File: src/rtl/isa_pkg.sv
// Shared ISA constants for the fetch/decode front end: widths, reset vector,
// instruction field positions and the fetch buffer occupancy encoding.
package isa_pkg;

  localparam int INST_W       = 16;
  localparam int ADDR_W       = 8;
  localparam int RESET_VECTOR = 0;

  // Decode field positions within an instruction word
  localparam int COND_HI  = 15;
  localparam int COND_LO  = 14;
  localparam int OPCD_HI  = 13;
  localparam int OPCD_LO  = 10;
  localparam int DEST_HI  = 9;
  localparam int DEST_LO  = 7;
  localparam int SRC_HI   = 6;
  localparam int SRC_LO   = 4;
  localparam int SRC2_HI  = 3;
  localparam int SRC2_LO  = 0;

  typedef enum logic [1:0] {
    OCC_EMPTY = 2'd0,
    OCC_ONE   = 2'd1,
    OCC_TWO   = 2'd2
  } occ_t;

endpackage

File: src/rtl/fetch_skid_buf.sv
// Output register plus one-entry skid for the fetch stage. Every input word is
// accepted; the producer guarantees it never offers a word while TWO is held.
module fetch_skid_buf
  import isa_pkg::*;
#(
  parameter int W = 24
) (
  input  logic         clk,
  input  logic         rst,
  input  logic         flush,
  input  logic         in_valid,
  input  logic [W-1:0] in_data,
  input  logic         out_ready,
  output logic         out_valid,
  output logic [W-1:0] out_data,
  output logic         skid_valid
);

  occ_t         occ, occ_nxt;
  logic [W-1:0] skid_data;
  logic         xfer;
  logic         load_out, out_from_skid, load_skid;

  assign out_valid  = (occ != OCC_EMPTY);
  assign skid_valid = (occ == OCC_TWO);
  assign xfer       = out_valid & out_ready;

  always_ff @(posedge clk or posedge rst) begin
    if (rst) occ <= OCC_EMPTY;
    else     occ <= occ_nxt;
  end

  always_comb begin
    occ_nxt       = occ;
    load_out      = 1'b0;
    out_from_skid = 1'b0;
    load_skid     = 1'b0;
    case (occ)
      OCC_EMPTY: begin
        if (in_valid) begin
          load_out = 1'b1;
          occ_nxt  = OCC_ONE;
        end
      end
      OCC_ONE: begin
        if (xfer) begin
          if (in_valid) load_out = 1'b1;
          else          occ_nxt  = OCC_EMPTY;
        end else if (in_valid) begin
          load_skid = 1'b1;
          occ_nxt   = OCC_TWO;
        end
      end
      OCC_TWO: begin
        // Skid drains first so order is preserved
        if (xfer) begin
          load_out      = 1'b1;
          out_from_skid = 1'b1;
          if (in_valid) load_skid = 1'b1;
          else          occ_nxt   = OCC_ONE;
        end
      end
      default: occ_nxt = OCC_EMPTY;
    endcase
    if (flush) begin
      occ_nxt   = OCC_EMPTY;
      load_out  = 1'b0;
      load_skid = 1'b0;
    end
  end

  always_ff @(posedge clk or posedge rst) begin
    if (rst) begin
      out_data  <= '0;
      skid_data <= '0;
    end else begin
      if (load_out)  out_data  <= out_from_skid ? skid_data : in_data;
      if (load_skid) skid_data <= in_data;
    end
  end

endmodule

File: src/rtl/inst_fetch.sv
// Instruction fetch: registered PC into a synchronous ROM, one word in flight,
// results delivered through a skid-buffered valid/ready output with redirect.
module inst_fetch #(
  parameter int                 INST_W       = isa_pkg::INST_W,
  parameter int                 ADDR_W       = isa_pkg::ADDR_W,
  parameter logic [ADDR_W-1:0]  RESET_VECTOR = ADDR_W'(isa_pkg::RESET_VECTOR)
) (
  input  logic              clk,
  input  logic              rst,
  output logic [ADDR_W-1:0] rom_addr,
  input  logic [INST_W-1:0] rom_data,
  output logic [INST_W-1:0] inst,
  output logic [ADDR_W-1:0] inst_pc,
  output logic              inst_valid,
  input  logic              inst_ready,
  input  logic              br_taken,
  input  logic [ADDR_W-1:0] br_target
);

  localparam int W = INST_W + ADDR_W;

  logic [ADDR_W-1:0] pc;
  logic              infl;
  logic [ADDR_W-1:0] infl_pc;
  logic              skid_valid;
  logic              issue;
  logic [W-1:0]      out_data;

  // A stalled output or an occupied skid leaves no room for the next word
  assign issue    = !skid_valid && !(inst_valid && !inst_ready);
  assign rom_addr = pc;

  always_ff @(posedge clk or posedge rst) begin
    if (rst) begin
      pc      <= RESET_VECTOR;
      infl    <= 1'b0;
      infl_pc <= '0;
    end else if (br_taken) begin
      pc      <= br_target;
      infl    <= 1'b0;
    end else begin
      infl <= issue;
      if (issue) begin
        pc      <= pc + 1'b1;
        infl_pc <= pc;
      end
    end
  end

  fetch_skid_buf #(.W(W)) u_skid (
    .clk        (clk),
    .rst        (rst),
    .flush      (br_taken),
    .in_valid   (infl),
    .in_data    ({infl_pc, rom_data}),
    .out_ready  (inst_ready),
    .out_valid  (inst_valid),
    .out_data   (out_data),
    .skid_valid (skid_valid)
  );

  assign {inst_pc, inst} = out_data;

endmodule

File: config.mk
export PLATFORM = sky130hd
export DESIGN_NAME = inst_fetch
export DESIGN_NICKNAME = d
export VERILOG_FILES = /design/src/rtl/isa_pkg.sv /design/src/rtl/fetch_skid_buf.sv /design/src/rtl/inst_fetch.sv
export SDC_FILE = /design/constraint.sdc
export NUM_CORES = 1
export LEC_CHECK = 0
export CAP_MARGIN = 10
export CORE_ASPECT_RATIO = 1.1
export CORE_MARGIN = 2
export CORE_UTILIZATION = 34
export DETAILED_ROUTE_END_ITERATION = 8
export PLACE_DENSITY_LB_ADDON = 0.3
export SYNTH_ARGS = -nofsm -noshare
export SYNTH_HDL_FRONTEND = slang
export SYNTH_HIERARCHICAL = 1
export SYNTH_SLANG_ARGS = --single-unit
File: constraint.sdc
create_clock -name clk -period 3.2 [get_ports clk]
set_input_delay 0.64 -clock clk [delete_from_list [all_inputs] [get_ports clk]]
set_output_delay 0.64 -clock clk [all_outputs]
set_load 0.1 [all_outputs]
==> metrics.yaml <==
synth:
  yosysSeqAreaShare_pct: 53.37
  synth_area_leaders: "dfrtp_1, mux2_2, ha_1, xnor2_1, o21ai_0"
  syn_avg_cell_area_um2: 13.54
  syn_area_um2: 3142
  yosysTopAreaCell: "dfrtp_1"
  ys_warn_count: 6
  syn_inst: 232
  synth_top_area_share_pct: 53.37
  yosys.cell_types.count: 32
  syn_nets: 266
  synth-seq-cells: 67
sta:
  final_max_slew_viol_count: 0
  slew_headroom_pct: 55.55
  finalHoldViolations: 0
  skew_ns: 0.009781
  tightest_slew_ns: 0.6659
  fmax_mhz: 436.3
  setup_violations: 0
  period_share_pct: 71.63
  post-route-min-period_ns: 2.292
  tns_ns: 0
  rsz0062_at_grt: "no"
route:
  drc: 0
  drt_iter0_markers: 91
  via_per_inst: 4.755
  antenna_left: 0
  wl_um: 5932
  wl_per_cell_um: 14.12
  via_count: 1997
  dr.pass1.iters: 4
cts:
  cts_made_buffers: 9
  htreeDepth: 3
  clk_path_buf_depth: 2
  path_clk_slew_ns: 0.07
  cts_root_buf: "clkbuf_8"
  cts_tree: "done"
  clkSinkCount: 67
  cts_setup_buffers: 0
  ctsResizeCount: 0
  clk_latency_ns: 0.33
  ctsHoldBuffers: 0
worst_hold_path:
  hp-start: "u_skid/skid_data[16]"
  min_to: "u_skid/skid_data[16]"
  hold_depth: 1
  min_path_type: "flip-flop to flip-flop"
finish:
  antenna_cells: 0
  fillCellCount: 859
  fin_nets: 335
  fin_util_pct: 45.02
  drive_gt1_share_pct: 47.06
  syn_to_final_growth_pct: 27.80
global_routing:
  grt_pass1_wl_um: 10160
  grt_max_degree: 25
  grt_pass1_vias: 2147
  grt_usage_pct: 13.04
  grt_remaining_overflow: 0
  antenna_found_initial: 0
die:
  fp.dieW_um: 95.66
  die_h_um: 104.8
  num_rows: 36
  die-area_um2: 10030
  core_um2: 8919
  pin_count: 61
  start_util_pct: 35.23
worst_setup_path:
  r2r_cells: 7
  cp.required_ns: 3.41
  r2r_setup_slack_ns: 0.91
  critPathKind: "flip-flop to flip-flop"
  cp.arrival_ns: 2.51
  reg2reg_from: "u_skid/occ[0]"
  critPathCaptureType: "flip-flop"
  cp-start-kind: "flip-flop"
  r2r-end: "u_skid/skid_data[11]"
  path_max_fanout: 24
flow_run:
  drv_cap: 0
place:
  io_buffers: 60
  gp_congestion: 0.7379
  dpl.hpwl_um: 4150
run_status:
  outcome: "completed"
-- per-layer routing --
metal  vias to the layer above  routed length [um]  part of all wire, %  GRT usage [%]
met3                         6                 163                  2.7          2.451
met1                      1011                2628                   44          16.31
li1                        952                   -                    -              -
met4                         0                  98                  1.7          5.816
met2                        28                3042                   51          21.58
met5                         -                   0                    0              0
-- cells in the mapped netlist --
| cell type | n |
|---|---|
| buf_4 | 2 |
| and2_1 | 2 |
| nor4_1 | 2 |
| o21ai_0 | 10 |
| a211oi_4 | 1 |
| nand2b_1 | 3 |
| a21oi_1 | 3 |
| dfrtp_1 | 67 |
| buf_2 | 2 |
| nand4_1 | 1 |
| nand2_1 | 12 |
| buf_6 | 3 |
| clkbuf_1 | 2 |
| o31a_1 | 2 |
| mux2_2 | 81 |
| nor2b_2 | 1 |
| or3_1 | 1 |
| mux2i_1 | 1 |
| xnor2_1 | 6 |
| nand2_2 | 1 |
| ha_1 | 6 |
| nor2b_1 | 1 |
| nor2b_4 | 1 |
| o21ai_2 | 1 |
| nor3_1 | 2 |
| o211ai_1 | 1 |
| nor3_2 | 1 |
| o32a_1 | 1 |
| nor4b_1 | 1 |
| nand3_1 | 2 |
| inv_1 | 7 |
| nor2_1 | 5 |
-- worst max-delay path by stage --
stage,start,end,cells past startpoint
floorplan,u_skid/occ[0],rom_addr[7],8
global placement,inst_ready,u_skid/skid_data[13],6
detailed placement,inst_ready,u_skid/skid_data[15],6
CTS,u_skid/occ[0],u_skid/skid_data[8],7
global route,u_skid/occ[0],u_skid/skid_data[15],7
finish,u_skid/occ[0],u_skid/skid_data[11],7
-- state kept, by name, summed over array words and instances (netlist names) --
name and count:
u_skid/skid_data 24, u_skid/out_data 24, infl 1, u_skid/occ 2, infl_pc 8, rom_addr 8
-- area by class of cell --
| class | instances | area [um^2] | share of cell area, % |
|---|---|---|---|
| tap | 114 | 142.6 | 3.553 |
| timing repair buffer | 67 | 570.5 | 14.21 |
| multi-input combinational | 149 | 1373 | 34.19 |
| sequential | 67 | 1677 | 41.76 |
| clock inverter | 6 | 88.84 | 2.213 |
| clock buffer | 10 | 137.6 | 3.428 |
| inverter | 7 | 26.28 | 0.6544 |
-- logic make-up (layout without fill, tap and decap cells) --
kind of cell             count (synthesis)  in the layout  share of synthesized area (%)
buffers and inverters                   16             90                          2.947
XOR/XNOR                                 6              6                          1.673
multiplexers                            82             82                          29.35
AO/OA/AOI/OAI                           19             19                          4.102
flip-flops                              67             67                          53.37
AND/OR/NAND/NOR                         36             36                          6.173
adder cells (fa/ha/maj)                  6              6                          2.389
-- cells in the final DEF (no fill, tap or decap), drive strengths merged --
| master | count |
|---|---|
| or3 | 1 |
| bufinv | 2 |
| nor2 | 5 |
| nand2 | 13 |
| clkbuf | 10 |
| o211ai | 1 |
| inv | 7 |
| clkinv | 2 |
| a211oi | 1 |
| nor4b | 1 |
| clkinvlp | 2 |
| buf | 40 |
| nand3 | 2 |
| mux2i | 1 |
| o32a | 1 |
| nor2b | 3 |
| a21oi | 3 |
| nor3 | 3 |
| mux2 | 81 |
| dfrtp | 67 |
| o21ai | 11 |
| nand4 | 1 |
| xnor2 | 6 |
| ha | 6 |
| clkdlybuf4s50 | 27 |
| nor4 | 2 |
| and2 | 2 |
| nand2b | 3 |
| o31a | 2 |
-- per-stage QoR --
step	hold slack [ns]	setup WS [ns]	cells	instance area, um^2
5_1_grt	0.5283	0.7863	420	4015
6_report	0.5050	0.9080	420	4015
3_5_place_dp	0.4944	0.5862	404	3789
2_1_floorplan	0.4766	0.6435	232	3142
3_3_place_gp	0.4862	0.6182	404	3789
4_1_cts	0.5111	0.9008	420	4015
-- worst max-delay path: stages, from the launching register on --
cell      delay [ns]
dfrtp_1         0.41
inv_1           0.13
ha_1            0.36
nor2b_2         0.23
nand2_2         0.09
a211oi_4        0.20
buf_4           0.35
mux2_2          0.38
Power is left out: the tool's default activity adds up to more than one toggle a clock period on the data nets, which glitch-free logic cannot reach.
